--- config.mk ---
export PLATFORM = sky130hd
export DESIGN_NAME = obb_motion_sched_flat
export DESIGN_NICKNAME = d
export VERILOG_FILES = /design/src/rtl/obb_motion_sched_if.sv /design/src/rtl/obb_motion_sched.sv /design/src/flat_wrapper.sv
export SDC_FILE = /design/constraint.sdc
export NUM_CORES = 1
export LEC_CHECK = 0
export BUFFER_PORTS_ARGS = -buffer_cell sky130_fd_sc_hd__buf_2
export CAP_MARGIN = 20
export CORE_MARGIN = 8
export CORE_UTILIZATION = 48
export CTS_BUF_LIST = sky130_fd_sc_hd__clkbuf_8 sky130_fd_sc_hd__clkbuf_16
export DETAILED_ROUTE_END_ITERATION = 10
export GPL_TIMING_DRIVEN = 0
export PLACE_DENSITY_LB_ADDON = 0.12
export SYNTH_ARGS = -nofsm -noshare
export SYNTH_HDL_FRONTEND = slang
export SYNTH_SLANG_ARGS = --single-unit
--- constraint.sdc ---
create_clock -name clk -period 1.5 [get_ports clk]
set_input_delay 0.15 -clock clk [delete_from_list [all_inputs] [get_ports clk]]
set_output_delay 0.15 -clock clk [all_outputs]
set_load 0.02 [all_outputs]
--- src/rtl/obb_motion_sched_if.sv ---
// OBB state store bus: one-cycle-latency slot read plus position write-back.
// master drives rd_en/rd_idx/wr_*; slave returns rd_active, rd_pos_*, rd_vel_*.
interface obb_motion_sched_if #(
    parameter int IDX_W = 3
) ();
    logic             rd_en;
    logic [IDX_W-1:0] rd_idx;
    logic             rd_active;
    logic [31:0]      rd_pos_x;
    logic [31:0]      rd_pos_y;
    logic [31:0]      rd_vel_x;
    logic [31:0]      rd_vel_y;
    logic             wr_en;
    logic [IDX_W-1:0] wr_idx;
    logic [31:0]      wr_pos_x;
    logic [31:0]      wr_pos_y;

    modport master (
        output rd_en, rd_idx,
        input  rd_active, rd_pos_x, rd_pos_y,
        input  rd_vel_x, rd_vel_y,
        output wr_en, wr_idx, wr_pos_x, wr_pos_y
    );

    modport slave (
        input  rd_en, rd_idx,
        output rd_active, rd_pos_x, rd_pos_y,
        output rd_vel_x, rd_vel_y,
        input  wr_en, wr_idx, wr_pos_x, wr_pos_y
    );
endinterface

--- src/rtl/obb_motion_sched.sv ---
// Per-frame motion scheduler: on frame_start, integrates pos += vel*dt for
// every active OBB slot. Ports: clk, reset_n, frame_start, store (bus),
// busy, done, overrun (sticky until reset).
module obb_motion_sched #(
    parameter int NUM_BODIES = 8,
    parameter int IDX_W      = 3,
    parameter int DT_SHIFT   = 4
) (
    input  logic               clk,
    input  logic               reset_n,
    input  logic               frame_start,
    obb_motion_sched_if.master store,
    output logic               busy,
    output logic               done,
    output logic               overrun
);

    typedef enum logic [2:0] {
        IDLE, READ, CALC, WRITE, DONE
    } state_t;

    localparam logic [IDX_W-1:0] LAST = IDX_W'(NUM_BODIES - 1);

    state_t           state;
    logic [IDX_W-1:0] idx;

    // Velocity has one more fractional bit than position, hence the +1.
    // Overflow shows up as disagreeing top two bits of the 33-bit sum.
    function automatic logic [31:0] integrate(
        input logic [31:0] pos,
        input logic [31:0] vel
    );
        logic [31:0] step;
        logic [32:0] sum;
        step = 32'($signed(vel) >>> (1 + DT_SHIFT));
        sum  = {pos[31], pos} + {step[31], step};
        case (sum[32:31])
            2'b01:   integrate = 32'h7FFF_FFFF;
            2'b10:   integrate = 32'h8000_0000;
            default: integrate = sum[31:0];
        endcase
    endfunction

    always_ff @(posedge clk or negedge reset_n) begin
        if (!reset_n) begin
            state          <= IDLE;
            idx            <= '0;
            busy           <= 1'b0;
            done           <= 1'b0;
            overrun        <= 1'b0;
            store.rd_en    <= 1'b0;
            store.rd_idx   <= '0;
            store.wr_en    <= 1'b0;
            store.wr_idx   <= '0;
            store.wr_pos_x <= '0;
            store.wr_pos_y <= '0;
        end else begin
            store.rd_en <= 1'b0;
            store.wr_en <= 1'b0;
            done        <= 1'b0;
            // busy is high exactly in READ/CALC/WRITE
            if (frame_start && busy) begin
                overrun <= 1'b1;
            end
            case (state)
                IDLE: begin
                    if (frame_start) begin
                        idx          <= '0;
                        store.rd_en  <= 1'b1;
                        store.rd_idx <= '0;
                        busy         <= 1'b1;
                        state        <= READ;
                    end
                end
                READ: begin
                    state <= CALC;
                end
                CALC: begin
                    if (store.rd_active) begin
                        store.wr_en    <= 1'b1;
                        store.wr_idx   <= idx;
                        store.wr_pos_x <= integrate(store.rd_pos_x,
                                                    store.rd_vel_x);
                        store.wr_pos_y <= integrate(store.rd_pos_y,
                                                    store.rd_vel_y);
                        state          <= WRITE;
                    end else if (idx == LAST) begin
                        busy  <= 1'b0;
                        done  <= 1'b1;
                        state <= DONE;
                    end else begin
                        idx          <= idx + 1'b1;
                        store.rd_en  <= 1'b1;
                        store.rd_idx <= idx + 1'b1;
                        state        <= READ;
                    end
                end
                WRITE: begin
                    if (idx == LAST) begin
                        busy  <= 1'b0;
                        done  <= 1'b1;
                        state <= DONE;
                    end else begin
                        idx          <= idx + 1'b1;
                        store.rd_en  <= 1'b1;
                        store.rd_idx <= idx + 1'b1;
                        state        <= READ;
                    end
                end
                DONE: begin
                    state <= IDLE;
                end
                default: begin
                    state <= IDLE;
                end
            endcase
        end
    end

endmodule

--- src/flat_wrapper.sv ---
// flat-port wrapper written by rule: the top's interface ports become plain ports
module obb_motion_sched_flat 
#(
    parameter int NUM_BODIES = 8,
    parameter int IDX_W      = 3,
    parameter int DT_SHIFT   = 4
)
  (clk, reset_n, frame_start, busy, done, overrun, store_rd_en, store_rd_idx, store_rd_active, store_rd_pos_x, store_rd_pos_y, store_rd_vel_x, store_rd_vel_y, store_wr_en, store_wr_idx, store_wr_pos_x, store_wr_pos_y);
  obb_motion_sched_if #(.IDX_W(IDX_W)) store_i ();
  input  logic clk;
  input  logic reset_n;
  input  logic frame_start;
  output logic busy;
  output logic done;
  output logic overrun;
  output wire logic [$bits(store_i.rd_en)-1:0] store_rd_en;
  output wire logic [$bits(store_i.rd_idx)-1:0] store_rd_idx;
  input wire logic [$bits(store_i.rd_active)-1:0] store_rd_active;
  input wire logic [$bits(store_i.rd_pos_x)-1:0] store_rd_pos_x;
  input wire logic [$bits(store_i.rd_pos_y)-1:0] store_rd_pos_y;
  input wire logic [$bits(store_i.rd_vel_x)-1:0] store_rd_vel_x;
  input wire logic [$bits(store_i.rd_vel_y)-1:0] store_rd_vel_y;
  output wire logic [$bits(store_i.wr_en)-1:0] store_wr_en;
  output wire logic [$bits(store_i.wr_idx)-1:0] store_wr_idx;
  output wire logic [$bits(store_i.wr_pos_x)-1:0] store_wr_pos_x;
  output wire logic [$bits(store_i.wr_pos_y)-1:0] store_wr_pos_y;
  assign store_rd_en = store_i.rd_en;
  assign store_rd_idx = store_i.rd_idx;
  assign store_i.rd_active = store_rd_active;
  assign store_i.rd_pos_x = store_rd_pos_x;
  assign store_i.rd_pos_y = store_rd_pos_y;
  assign store_i.rd_vel_x = store_rd_vel_x;
  assign store_i.rd_vel_y = store_rd_vel_y;
  assign store_wr_en = store_i.wr_en;
  assign store_wr_idx = store_i.wr_idx;
  assign store_wr_pos_x = store_i.wr_pos_x;
  assign store_wr_pos_y = store_i.wr_pos_y;
  obb_motion_sched #(.NUM_BODIES(NUM_BODIES), .IDX_W(IDX_W), .DT_SHIFT(DT_SHIFT)) u_core (.clk(clk), .reset_n(reset_n), .frame_start(frame_start), .store(store_i), .busy(busy), .done(done), .overrun(overrun));
endmodule
# Yosys cells after proc, flatten, opt, wreduce, memory -nomap -nowiden
# Index checks and enable logic that the tools add are counted.
[word_totals]
register_bits = 81
latchBits = 0
ramBits = 0
rom_bits = 0
output_inout_bits = 75
wordCells = 55
mem_count = 0
[classes]
n_addsub = 3
multipliers = 0
n_div = 0
order_cmp = 0
n_eq_ne = 10
shift = 0
n_mux = 26
bitwise_logic = 0
reduce_logical = 5
[op_table]
columns = ["cell", "count"]
rows = [
  ["$pmux 32 s2", 2],
  ["$add 32x27->33", 2],
  ["$mux 3", 8],
  ["$pmux 3 s3", 2],
  ["$pmux 3 s4", 1],
  ["$mux 1", 10],
  ["$eq 3x2->1 const B", 2],
  ["$pmux 1 s3", 2],
  ["$eq 2x1->1 const B", 2],
  ["$eq 2x2->1 const B", 2],
  ["$ne 2x2->1 const B", 2],
  ["$add 3x1->3 const B", 1],
  ["$eq 3x1->1 const B", 1],
  ["$eq 3x3->1 const B", 1],
  ["$logic_not 3->1", 1],
  ["$reduce_and 3->1", 1],
  ["$reduce_bool 3->1", 1],
  ["$pmux 1 s2", 1],
  ["$reduce_and 2->1", 1],
  ["$logic_and 1x1->1", 1],
]

# Longest topological paths before layout
[logic_depth]
word_depth = 4
mapped_depth = 19

# Least setup slack after synthesis
# OpenSTA, ideal clock, no wires.
[synth_path]
path_type = "input to register"
startpoint = "input store_rd_vel_y[5]"
endpoint = "register u_core.store.wr_pos_y[10]"
setup_ns = 0.083
t_arrival_ns = 3.464
t_required_ns = 1.417
slack_ns = -2.046
stages = 17
path_buffers = 2
cell_sequence = "ha_1 -> fa_1 -> a21oi_1 -> o211ai_1 -> a221oi_1 -> a21oi_1 -> a41o_1 -> o22ai_2 -> o31ai_1 -> and2_1 -> o22ai_1 -> ha_1 -> nor2b_1 -> clkbuf_1 -> buf_1 -> a21oi_1 -> o21ai_0"
[synth_between]
elab_chain_len = 3
elab_cells_between_ends = 4
classes_between = "1 x add/sub; 2 x eq/ne; 1 x mux"
[synth_rtl]
columns = ["item", "line_no", "source"]
rows = [
  ["start, declared", "flat_wrapper.sv:22", "input wire logic [$bits(store_i.rd_vel_y)-1:0] store_rd_vel_y;"],
  ["$add 32x27->33 *", "obb_motion_sched.sv:36", "sum = {pos[31], pos} + {step[31], step};"],
  ["$eq 2x2->1 / $eq 2x1->1 (equally long branches)", "obb_motion_sched.sv:37", "case (sum[32:31])"],
  ["$pmux 32 s2 *", "obb_motion_sched.sv:37", ""],
  ["end signal, assigned", "obb_motion_sched.sv:84", "store.wr_pos_y <= integrate(store.rd_pos_y,"],
  ["end, declared", "obb_motion_sched_if.sv:22", "output wr_en, wr_idx, wr_pos_x, wr_pos_y"],
]
# Every way passes the cells marked *; elsewhere a longest branch is shown, timed or not.
# A chain may end at the register's enable or synchronous reset.

# Worst setup path in the final report
[layout_path]
startpoint = "input store_rd_pos_y[0]"
endpoint = "register u_core.store.wr_pos_y[30]"
[layout_between]
elab_chain_len = 3
elab_cells_between_ends = 4
classes_between = "1 x add/sub; 2 x eq/ne; 1 x mux"
[layout_rtl]
columns = ["item", "line_no", "source"]
rows = [
  ["start, declared", "flat_wrapper.sv:20", "input wire logic [$bits(store_i.rd_pos_y)-1:0] store_rd_pos_y;"],
  ["$add 32x27->33 *", "obb_motion_sched.sv:36", ""],
  ["$eq 2x2->1 / $eq 2x1->1 (equally long branches)", "obb_motion_sched.sv:37", ""],
  ["$pmux 32 s2 *", "obb_motion_sched.sv:37", ""],
]
# Marked as above.

==> flow_metrics.py <==
metrics = {
    "cells_and_area": {
        "multi_input_comb_area_mm2": 0.00507,
        "finalCoreUtilization": 0.691,
        "layout.filler_cells": 1140,
        "diodes": 0,
        "sequential_cell_area_mm2": 0.00196,
        "areaGrowthSynthToFinish_pct": 42.2,
        "final_layout_size_suffix_gt1_frac": 0.382,
        "nets": 1266,
    },
    "pwr": {
        "pwr-share-comb": 0.563,
        "power_switching_mw": 6.01,
        "switching_share": 0.439,
        "power.leakage_nw": 4.60,
        "vdd.ir_drop.worst_v": 0.000735,
        "clock_power_share": 0.175,
        "internal_power_mw": 7.69,
        "power_mw": 13.7,
        "power.density_cell_area_mw_per_mm2": 1440,
        "power.share.sequential": 0.263,
    },
    "detailed_routing": {
        "detail_route.first_pass.iterations": 5,
        "drt_drc_violations_left": 0,
        "route.vias.total": 7000,
        "postRouteAntennaNets": 0,
        "final_routed_wire_length_divided_by_cell_count_um": 16.7,
        "via_per_inst": 5.61,
        "drt_iter0_drc": 437,
        "routed_wirelength_um": 20900,
    },
    "worst_setup_path": {
        "critPathLaunchType": "primary input",
        "critical_path.cell_chain": "buf_6 > ha_4 > fa_2 > a21oi_4 > o211ai_1 > a221oi_2 > a21oi_2 > a41o_1 > o22ai_2 > o31ai_4 > and2_4 > o22ai_4 > ha_4 > nor2b_4 > and2_4 > a21oi_2 > o31ai_2",
        "path_class": "primary input to register",
        "crit_family": "compound AO/OA/AOI/OAI gates",
        "worst_r2r_endpoint": "u_core.store.wr_pos_x[26]$_DFFE_PN0P_",
        "crit-reg2reg-launch": "u_core.state[2]$_DFFE_PN0N_",
        "worst-path-max-fanout": 5,
        "slowest_delay_ps": 430,
        "worst_r2r_path_depth": 5,
        "worst-path-buf-inv": 1,
        "worst_ep_required_time_ps": 1740,
        "reg2reg_slack_ps": -310,
        "critical_path.slowest_cell": "a221oi_2",
        "endpoint_kind": "register",
        "timing.critical_path.arrival_ps": 3440,
    },
    "placed_design": {
        "setup_slack_at_placement_ps": -2250,
        "port_buffers": 196,
        "gp_routability_congestion": 0.878,
        "hpwl_um": 15700,
    },
    "floorplan": {
        "die_x_um": 134,
        "chipHeight_um": 134,
        "design.core.area_mm2": 0.0138,
        "pin_count": 207,
        "initial_core_util": 0.486,
        "dieArea_mm2": 0.0180,
        "floorplan.rows": 43,
    },
    "timing": {
        "final-setup-viol-count": 64,
        "timing.clock.skew_ps": 7.91,
        "hold_violations": 0,
        "timing.fmax_mhz": 313,
        "setup_total_neg_slack_ps": -101490,
        "layout_min_cycle_time_ps": 3200,
        "relSlewSlack": 0.613,
        "setup_ws_ps": -1700,
        "drv_slew": 0,
        "final.period_utilization": 2.13,
        "worst_slew_pin_slew_ps": 581,
        "rsz0062_at_grt": "true",
    },
    "logic_synthesis": {
        "netlist-cell-type-count": 67,
        "postSynthNetCount": 1021,
        "async_reset_ff_frac": 1.00,
        "post_synth_and_or_nand_nor_area_fraction": 0.161,
        "synth_cells": 817,
        "synth_xor_xnor_area_share": 0.0718,
        "syn_area_per_cell_um2": 8.19,
        "synth-warning-count": 0,
        "post_synth_fa_ha_maj_area_fraction": 0.137,
        "post_synthesis_cell_area_mm2": 0.00669,
        "synth_ff_type": "dfrtp_1",
        "postSynthRegisterBits": 78,
        "yosysSeqAreaShare": 0.292,
        "synth.mux.area_fraction": 0.00636,
        "largest_family_of_logic_cells_by_synthesized_area": "compound AO/OA/AOI/OAI gates",
        "synth-compound-area-share": 0.284,
        "synth-edff-count": 0,
    },
    "clock_network": {
        "clock_insertion_delay_worst_skew_ps": 330,
        "cts_root_buffer": "clkbuf_16",
        "numClockSinks": 78,
        "total_cts_buffers": 9,
        "cts_tree": "yes",
        "clk_transition_reported_paths_ps": 60,
        "ctsHtreeMaxLevel": 3,
        "clockBufferDepth": 2,
    },
    "global_route": {
        "grt.total_usage": 0.223,
        "maximum_number_of_pins_on_one_net_before_global_route_repair": 54,
        "first_pass_grt_wire_length_um": 33400,
        "vias_in_the_first_global_route": 6892,
        "grt.overflow.total": 0,
        "grt_antenna_before_repair": 0,
    },
    "worst_hold_path": {
        "min_path_cells": 2,
        "hp-start": "frame_start",
        "min_path_type": "primary input to register",
        "hold_end": "u_core.overrun$_DFFE_PN0P_",
    },
    "status": {
        "failed_checks": "setup timing",
        "outcome": "finished, violations left",
    },
    "run": {
        "drv.max_cap_violation_count": 0,
    },
}
## timing repair
item / CTS / global route
pin swaps: 34 / 31
resized for setup: 78 / 49
endpoints found under the setup margin: 69 / 72
hold buffers: 1 / 0
hold endpoints to repair: 25 / 0
cloned: 2 / 0
setup buffers: 26 / 12
## cells by family (layout without fill, tap and decap cells)
kind of cell             after synthesis  in the layout
multiplexers                           4              4
flip-flops                            78             78
XOR/XNOR                              54             54
AND/OR/NAND/NOR                      235            235
adder cells (fa/ha/maj)               72             72
AO/OA/AOI/OAI                        307            307
buffers and inverters                 67            317
## final cells by class
class                      instances  share of cell area
multi-input combinational        672               0.533
sequential                        78               0.205
timing repair buffer             236               0.154
buffer                            40              0.0397
clock buffer                       9              0.0237
tap                              180              0.0237
clock inverter                     7              0.0101
inverter                          25             0.00986
## metrics by stage
stage                     hold slack, ps  cells  instance area, um^2
final                               29.3   1247                 9520
after global routing                32.8   1247                 9520
after CTS                           25.2   1239                 9280
after detailed placement            84.3   1194                 8270
after global placement               367   1193                 8240
after floorplan                     -146    817                 7030
## cell usage after synthesis, types with 4 or more instances
| master | count | area (um^2) |
|---|---|---|
| o21ai_1 | 4 | 20.0 |
| a211o_1 | 4 | 35.0 |
| o21ai_0 | 74 | 370 |
| nor2b_1 | 10 | 62.6 |
| nor2_1 | 50 | 188 |
| and2_1 | 5 | 31.3 |
| a211oi_1 | 6 | 45.0 |
| a21oi_1 | 112 | 561 |
| and3_1 | 8 | 50.1 |
| nand4_1 | 12 | 75.1 |
| dfrtp_1 | 78 | 1950 |
| buf_1 | 5 | 18.8 |
| ha_1 | 70 | 876 |
| o21bai_1 | 7 | 52.6 |
| xnor2_1 | 30 | 263 |
| or3_1 | 6 | 37.5 |
| a21o_1 | 43 | 323 |
| xor2_1 | 23 | 201 |
| a31oi_1 | 11 | 68.8 |
| inv_1 | 25 | 93.8 |
| buf_2 | 4 | 20.0 |
| clkbuf_1 | 24 | 90.1 |
| nand2b_1 | 12 | 75.1 |
| clkbuf_8 | 4 | 55.1 |
| nand3_1 | 11 | 55.1 |
| nand2_1 | 102 | 383 |
| nor3_1 | 7 | 35.0 |
| o31ai_1 | 4 | 30.0 |
| o21a_1 | 6 | 45.0 |
## how the worst max path moves through the flow
stage	startpoint	end	slack (ps)	depth (start not counted)
finish	store_rd_pos_y[0]	u_core.store.wr_pos_y[30]$_DFFE_PN0P_	-1700	17
detailed placement	store_rd_vel_y[5]	u_core.store.wr_pos_y[28]$_DFFE_PN0P_	-2250	18
floorplan	store_rd_vel_y[5]	u_core.store.wr_pos_y[30]$_DFFE_PN0P_	-1610	18
CTS	store_rd_pos_y[0]	u_core.store.wr_pos_y[6]$_DFFE_PN0P_	-1600	19
global placement	store_rd_vel_y[5]	u_core.store.wr_pos_y[11]$_DFFE_PN0P_	-2250	18
global route	store_rd_pos_y[0]	u_core.store.wr_pos_y[13]$_DFFE_PN0P_	-1820	17
## sequential cells by signal, summed over array words and instances, names as in the netlist
signal	cells
u_core.store.wr_pos_x	32
u_core.busy	1
u_core.store.wr_idx	3
u_core.done	1
u_core.store.wr_en	1
u_core.state	3
u_core.store.wr_pos_y	32
u_core.store.rd_en	1
u_core.store.rd_idx	3
u_core.overrun	1
## metal layers
| metal | vias up | routed length, um | global-route usage |
|---|---|---|---|
| met5 | - | 0 | 0 |
| met4 | 0 | 449 | 0.0593 |
| met3 | 28 | 1010 | 0.0366 |
| met2 | 189 | 10200 | 0.384 |
| met1 | 3344 | 9190 | 0.283 |
| li1 | 3439 | - | - |
## worst reg2reg max path, delay by kind of cell (launching register included)
family / cells / cell delay (ps)
buf+inv: 2 / 600
simple gates: 2 / 560
flops: 1 / 410
compound gates: 1 / 130
## cell usage in the layout (no fill, tap or decap), types with 4 or more instances in the layout
cell       instances
clkbuf_8           5
ha_4              10
nand2_1           98
o21bai_1           7
inv_1             22
o21a_1             6
nand4_1           12
clkbuf_16         13
and3_1             8
a31oi_1            8
o21ai_1           51
buf_12             8
a211o_1            4
o21ai_2            6
or3_1              4
nand2b_1          10
xor2_1            23
clkbuf_1          14
o21ai_0           22
nand3_1           10
buf_6             13
dfrtp_1           75
a21oi_2           57
nor3_1             5
a21oi_1           53
xnor2_1           30
buf_2            190
buf_4             31
nor2_1            47
a21o_1            43
nand2_2            4
a211oi_1           5
ha_1              58
nor2b_1            8
## power groups by stage
stage | combinational, mW | sequential (mW) | clock (mW)
after floorplan | 3.37 | 4.57 | 0
after global placement | 6.34 | 3.63 | 0
after detailed placement | 6.46 | 3.63 | 0
after CTS | 7.36 | 3.58 | 2.40
after global routing | 8.37 | 3.69 | 2.52
final | 7.70 | 3.60 | 2.39
No activity file was read; power rests on OpenSTA's default activity.
